**src/rtl/reg_bus_pkg.sv**
```systemverilog
`default_nettype none
// ============================================================================
//  Module      : reg_bus_pkg
//  Description : Shared state encoding and default widths for reg_bus_arbiter.
//  Revision    : 1.0  initial release
// ============================================================================
package reg_bus_pkg;

    localparam int c_def_addr_w = 6;
    localparam int c_def_data_w = 8;
    localparam int c_state_w    = 2;

    typedef logic [c_state_w-1:0] state_t;

    localparam state_t c_st_idle    = 2'd0;
    localparam state_t c_st_issue   = 2'd1;
    localparam state_t c_st_rd_wait = 2'd2;
    localparam state_t c_st_ack     = 2'd3;

    // Width of an index/counter able to hold 0..n-1, never narrower than 1 bit.
    function automatic int idx_width(input int n);
        return (n > 1) ? $clog2(n) : 1;
    endfunction

endpackage
`default_nettype wire

```
**src/rtl/reg_bus_arbiter_rr_select.sv**
```systemverilog
`default_nettype none
// ============================================================================
//  Module      : rr_select
//  Description : Combinational round-robin pick: first valid request at or
//                after ptr, as one-hot grant plus binary index.
//  Revision    : 1.0  initial release
// ============================================================================
module rr_select #(
    parameter int NUM_REQ = 3,
    parameter int IDX_W   = 2
) (
    input  logic [NUM_REQ-1:0] req,
    input  logic [IDX_W-1:0]   ptr,
    output logic [NUM_REQ-1:0] grant,
    output logic [IDX_W-1:0]   idx,
    output logic               any_valid
);

    logic [NUM_REQ-1:0] w_rot;
    logic [IDX_W-1:0]   w_ofs;
    logic [IDX_W:0]     w_sum;

    // Rotate so that the requester at ptr sits at bit 0.
    assign w_rot     = NUM_REQ'({req, req} >> ptr);
    assign any_valid = |req;

    always_comb begin
        w_ofs = '0;
        for (int k = NUM_REQ - 1; k >= 0; k--) begin
            if (w_rot[k]) w_ofs = IDX_W'(k);
        end
    end

    always_comb begin
        w_sum = {1'b0, ptr} + {1'b0, w_ofs};
        if (w_sum >= (IDX_W+1)'(NUM_REQ)) w_sum = w_sum - (IDX_W+1)'(NUM_REQ);
    end

    assign idx = w_sum[IDX_W-1:0];

    always_comb begin
        grant = '0;
        for (int i = 0; i < NUM_REQ; i++) begin
            grant[i] = any_valid && (idx == IDX_W'(i));
        end
    end

endmodule
`default_nettype wire

```
**src/rtl/reg_bus_arbiter.sv**
```systemverilog
`default_nettype none
// ============================================================================
//  Module      : reg_bus_arbiter
//  Description : Round-robin arbiter giving several requesters one-at-a-time
//                access to a register file with a fixed read latency.
//  Revision    : 1.0  initial release
// ============================================================================
module reg_bus_arbiter
    import reg_bus_pkg::*;
#(
    parameter int NUM_REQ = 3,
    parameter int ADDR_W  = c_def_addr_w,
    parameter int DATA_W  = c_def_data_w,
    parameter int RD_LAT  = 1
) (
    input  logic                      clock,
    input  logic                      reset,
    input  logic [NUM_REQ-1:0]        req_valid,
    input  logic [NUM_REQ-1:0]        req_we,
    input  logic [NUM_REQ*ADDR_W-1:0] req_addr,
    input  logic [NUM_REQ*DATA_W-1:0] req_wdata,
    output logic [NUM_REQ-1:0]        req_ack,
    output logic [DATA_W-1:0]         rsp_rdata,
    output logic [ADDR_W-1:0]         address,
    output logic                      write_en,
    output logic [DATA_W-1:0]         wr_data,
    output logic                      read_en,
    input  logic [DATA_W-1:0]         rd_data,
    output logic                      busy
);

    localparam int c_idx_w = idx_width(NUM_REQ);
    localparam int c_cnt_w = idx_width(RD_LAT);
    localparam logic [c_idx_w-1:0] c_last_idx = c_idx_w'(NUM_REQ - 1);
    localparam logic [c_cnt_w-1:0] c_cnt_last = c_cnt_w'(RD_LAT - 1);

    state_t              r_state;
    state_t              w_next;
    logic [c_idx_w-1:0]  r_rr_ptr;
    logic [c_idx_w-1:0]  r_win;
    logic                r_we;
    logic [ADDR_W-1:0]   r_addr;
    logic [DATA_W-1:0]   r_wdata;
    logic [DATA_W-1:0]   r_rdata;
    logic [c_cnt_w-1:0]  r_cnt;

    logic [NUM_REQ-1:0]  w_grant;
    logic [c_idx_w-1:0]  w_idx;
    logic                w_any;
    logic                w_sel_we;
    logic [ADDR_W-1:0]   w_sel_addr;
    logic [DATA_W-1:0]   w_sel_wdata;

    rr_select #(
        .NUM_REQ (NUM_REQ),
        .IDX_W   (c_idx_w)
    ) u_rr_select (
        .req       (req_valid),
        .ptr       (r_rr_ptr),
        .grant     (w_grant),
        .idx       (w_idx),
        .any_valid (w_any)
    );

    // One-hot AND-OR mux of the winning requester's command.
    always_comb begin
        w_sel_we    = 1'b0;
        w_sel_addr  = '0;
        w_sel_wdata = '0;
        for (int i = 0; i < NUM_REQ; i++) begin
            if (w_grant[i]) begin
                w_sel_we    = req_we[i];
                w_sel_addr  = req_addr[i*ADDR_W +: ADDR_W];
                w_sel_wdata = req_wdata[i*DATA_W +: DATA_W];
            end
        end
    end

    always_ff @(posedge clock) begin
        if (reset) r_state <= c_st_idle;
        else       r_state <= w_next;
    end

    always_comb begin
        w_next = r_state;
        case (r_state)
            c_st_idle:    if (w_any) w_next = c_st_issue;
            c_st_issue:   w_next = r_we ? c_st_ack : c_st_rd_wait;
            c_st_rd_wait: if (r_cnt == c_cnt_last) w_next = c_st_ack;
            c_st_ack:     w_next = c_st_idle;
            default:      w_next = c_st_idle;
        endcase
    end

    always_ff @(posedge clock) begin
        if (reset) begin
            r_rr_ptr <= '0;
            r_win    <= '0;
            r_we     <= 1'b0;
            r_addr   <= '0;
            r_wdata  <= '0;
            r_rdata  <= '0;
            r_cnt    <= '0;
        end else begin
            case (r_state)
                c_st_idle: begin
                    if (w_any) begin
                        r_win   <= w_idx;
                        r_we    <= w_sel_we;
                        r_addr  <= w_sel_addr;
                        r_wdata <= w_sel_wdata;
                    end
                end
                c_st_issue: r_cnt <= '0;
                c_st_rd_wait: begin
                    if (r_cnt == c_cnt_last) begin
                        r_rdata <= rd_data;
                        r_cnt   <= '0;
                    end else begin
                        r_cnt <= r_cnt + 1'b1;
                    end
                end
                c_st_ack: r_rr_ptr <= (r_win == c_last_idx) ? '0 : r_win + 1'b1;
                default: ;
            endcase
        end
    end

    always_comb begin
        busy     = (r_state != c_st_idle);
        write_en = 1'b0;
        read_en  = 1'b0;
        address  = '0;
        wr_data  = '0;
        req_ack  = '0;
        case (r_state)
            c_st_issue: begin
                write_en = r_we;
                read_en  = ~r_we;
                address  = r_addr;
                wr_data  = r_wdata;
            end
            c_st_ack: begin
                for (int i = 0; i < NUM_REQ; i++) begin
                    req_ack[i] = (r_win == c_idx_w'(i));
                end
            end
            default: ;
        endcase
    end

    assign rsp_rdata = r_rdata;

endmodule
`default_nettype wire
```
**config.mk**
```make
export PLATFORM = sky130hd
export DESIGN_NAME = reg_bus_arbiter
export DESIGN_NICKNAME = d
export VERILOG_FILES = /design/src/rtl/reg_bus_pkg.sv /design/src/rtl/reg_bus_arbiter_rr_select.sv /design/src/rtl/reg_bus_arbiter.sv
export SDC_FILE = /design/constraint.sdc
export NUM_CORES = 1
export LEC_CHECK = 0
export CAP_MARGIN = 30
export CORE_AREA = 2 2 71 73
export DETAILED_ROUTE_END_ITERATION = 8
export DIE_AREA = 0 0 73 75
export PLACE_DENSITY_LB_ADDON = 0.05
export SYNTH_ARGS = -nofsm -noshare
export SYNTH_HDL_FRONTEND = slang
export SYNTH_SLANG_ARGS = --single-unit
export TNS_END_PERCENT = 5
```
**constraint.sdc**
```tcl
create_clock -name clock -period 6.3 [get_ports clock]
set_input_delay 1.26 -clock clock [delete_from_list [all_inputs] [get_ports clock]]
set_output_delay 1.26 -clock clock [all_outputs]
set_load 0.05 [all_outputs]
```
==> out/qor.csv <==
metric,value,unit
Setup TNS,0,ns
die area,0.00548,mm2
share of post-route cells with drive strength above 1,11.7,%
share of the synthesized area in the top cell type,26.8,%
core region area,0.00466,mm2
DR WL/cell,14.8,um
number of flops mapped to enable cells by yosys,0,
Die Ht,75,um
cts-stage hold buffer count,0,
first-pass GRT wire length,9.14,mm
post-route clock period utilization,72.7,%
Worst Path Max Fanout,24,
Sink Count,29,
RSZ-0062 raised after global routing,no,
"Cell Area, Synth",0.00217,mm2
Setup Viol. Count Final,0,
Tmin final,4.58,ns
Routed Antenna Nets,0,
Hold Crit Start,r_wdata[7],
Worst Skew,0.00553,ns
vias in the first global route,1994,
sequential power share,22.4,%
clock power share,17.7,%
Syn Nets,316,
Post-CTS Setup Inserts,0,
largest net degree at the start of global routing,26,
GRT Total Usage,21.3,%
ANT cells,0,
WP data required,6.47,ns
GRT overflow,0,
Tightest Pin Transition,0.733,ns
Switching Fraction,46.2,%
cell taking the most area after synthesis,dfxtp_1,
"most common cell after layout, fill and taps aside",clkdlybuf4s50_1,
R2R Path End,r_wdata[4],
Pleak,1.20,nW
Pint,0.717,mW
count of state elements after synthesis,29,
library cells used by synthesis,47,
Area contributors post-synth,"dfxtp_1 (27%), mux2i_1 (10%), o41ai_2 (7.5%), nand2_1 (5.7%), a21oi_1 (4.8%)",
Place WS,1.44,ns
most frequent cells in the layout,"clkdlybuf4s50_1 (85), nand2_1 (33), dfxtp_1 (29), mux2i_1 (22), a21oi_1 (21)",
area delta synth->final,43.5,%
Rel. slew slack,51.1,%
Syn Area/Cell,8.68,um2
max-slew violation count,0,
GPL Wtd Cong,0.786,
ys async rst share,0,%
Hold Path Sink,r_wdata[7],
final layout net count,390,
FF-to-FF path depth,14,
Worst Setup Start Kind,input port,
f_max,218,MHz
gate count of the mapped netlist,250,
status,completed,
WS Path Type,input port to flip-flop,
DRT iter0 DRCs,74,
Vias per Instance,5.52,
maxcap violations,0,
R2R setup slack,2.92,ns
Worst setup EP type,flip-flop,
initial antenna violation count,0,
Clock transition at path regs,0.07,ns
Max VDD drop,190,uV
Total Routed Length,5.60,mm
post_cts resized,0,
Tot Pwr,1.33,mW
P_sw,0.615,mW
Die Wd,73,um
CTS tree,built,
Yosys warnings,0,
WP data arrival,4.75,ns
count of buffers from port buffering,85,
Post-DP HPWL,3.95,mm
# DRC,0,
via count,2092,
most used flip-flop cell after synthesis,dfxtp_1,
I/O pin cnt,86,
Pwr per Cell Area,428,mW/mm2
register area share after synthesis,26.8,%
"Hold Violations, Final",0,
TritonCTS Buffers,5,
clock buffer depth,2,
num rows,25,
Hold Path Depth,2,
Crit Reg-Reg Startpoint,r_rr_ptr[1],
drt first pass iters,4,
combinational share of power,59.9,%
initial core utilization,46.6,%
worst skew pair latency,0.29,ns
Clock Tree Root,clkbuf_8,
H-tree levels,2,
Hold Crit Class,flip-flop to flip-flop,
PnR worst setup slack,1.72,ns
# fillers,396,
==> through the flow <==
step / cells / hold WS [ns] / cell area, um2 / util, %
floorplan: 250 / 0.411 / 2170 / -
finish: 379 / 0.450 / 3110 / 66.8
global route: 379 / 0.474 / 3110 / 66.8
global placement: 371 / 0.429 / 2980 / 63.9
CTS: 379 / 0.450 / 3110 / 66.8
detailed placement: 371 / 0.432 / 2980 / 63.9
==> routing by layer <==
| metal | track usage, % | part of all wire [%] |
|---|---|---|
| met5 | 0 | 0 |
| met4 | 7.61 | 0.93 |
| met3 | 3.75 | 5.4 |
| met2 | 36.0 | 48 |
| met1 | 27.4 | 46 |
==> worst max-delay path by stage <==
| stage | from | endpoint | slack (ns) | cells after the start |
|---|---|---|---|---|
| floorplan | req_valid[1] | r_addr[0] | 2.74 | 14 |
| global placement | req_valid[1] | r_wdata[4] | 1.55 | 14 |
| detailed placement | req_valid[1] | r_wdata[5] | 1.44 | 14 |
| CTS | req_valid[1] | r_wdata[4] | 1.72 | 14 |
| global route | req_valid[2] | r_wdata[4] | 1.49 | 13 |
| finish | req_valid[1] | r_wdata[4] | 1.72 | 14 |
==> cells in the mapped netlist, types with 2 or more instances <==
cell	number
nand2_1	33
dfxtp_1	29
mux2i_1	22
a21oi_1	21
nor2_1	16
and2_1	15
o31ai_1	14
nor3_2	10
o41ai_2	10
buf_2	8
inv_1	8
ha_1	7
nor3_1	6
buf_4	4
o41ai_1	4
buf_6	3
clkbuf_1	3
nand3_1	3
nand2b_1	2
nand2b_4	2
nor2b_1	2
o21ai_0	2
o22a_1	2
==> sequential cells by signal (all words and copies together), names as in the netlist <==
| name | count |
|---|---|
| r_rr_ptr | 2 |
| r_addr | 6 |
| r_state | 2 |
| r_we | 1 |
| r_wdata | 8 |
| r_win | 2 |
| rsp_rdata | 8 |
==> power groups by stage <==
stage | Combinational, mW | Sequential (mW) | Clock, mW
finish | 0.798 | 0.299 | 0.236
global route | 0.863 | 0.309 | 0.247
CTS | 0.805 | 0.298 | 0.238
detailed placement | 0.799 | 0.301 | 0
global placement | 0.793 | 0.301 | 0
floorplan | 0.583 | 0.328 | 0
==> cell type report <==
| cell class | instances | area (um2) | share of cell area [%] |
|---|---|---|---|
| repair buffers | 87 | 866 | 27.8 |
| clock inverters | 3 | 65.1 | 2.09 |
| flip-flops and latches | 29 | 581 | 18.6 |
| multi-input cells | 192 | 1430 | 46.0 |
| clock buffers | 5 | 68.8 | 2.21 |
| inverters | 9 | 33.8 | 1.09 |
| well taps | 54 | 67.6 | 2.17 |
==> logic make-up (layout without fill, tap and decap cells) <==
kind of cell	after synthesis	after routing	synth area share [%]
DFF	29	29	26.8
and+or+nand+nor	97	97	25.5
muxes	22	22	10.1
AOI/OAI and AO/OA	65	65	25.3
adders and majority gates	8	8	4.96
buffers and inverters	29	104	7.27
==> critical path, cell delays in order <==
cell and delay (ns):
clkdlybuf4s50_1 0.62, nor2b_1 0.21, a22oi_1 0.10, a21oi_1 0.16
ha_1 0.15, inv_1 0.04, fa_1 0.49, inv_1 0.07
ha_1 0.22, and3b_1 0.42, buf_4 0.33, nand2b_4 0.31
nor3_1 0.08, o41ai_1 0.26
Note: power is estimated with default switching activity, not from simulation.
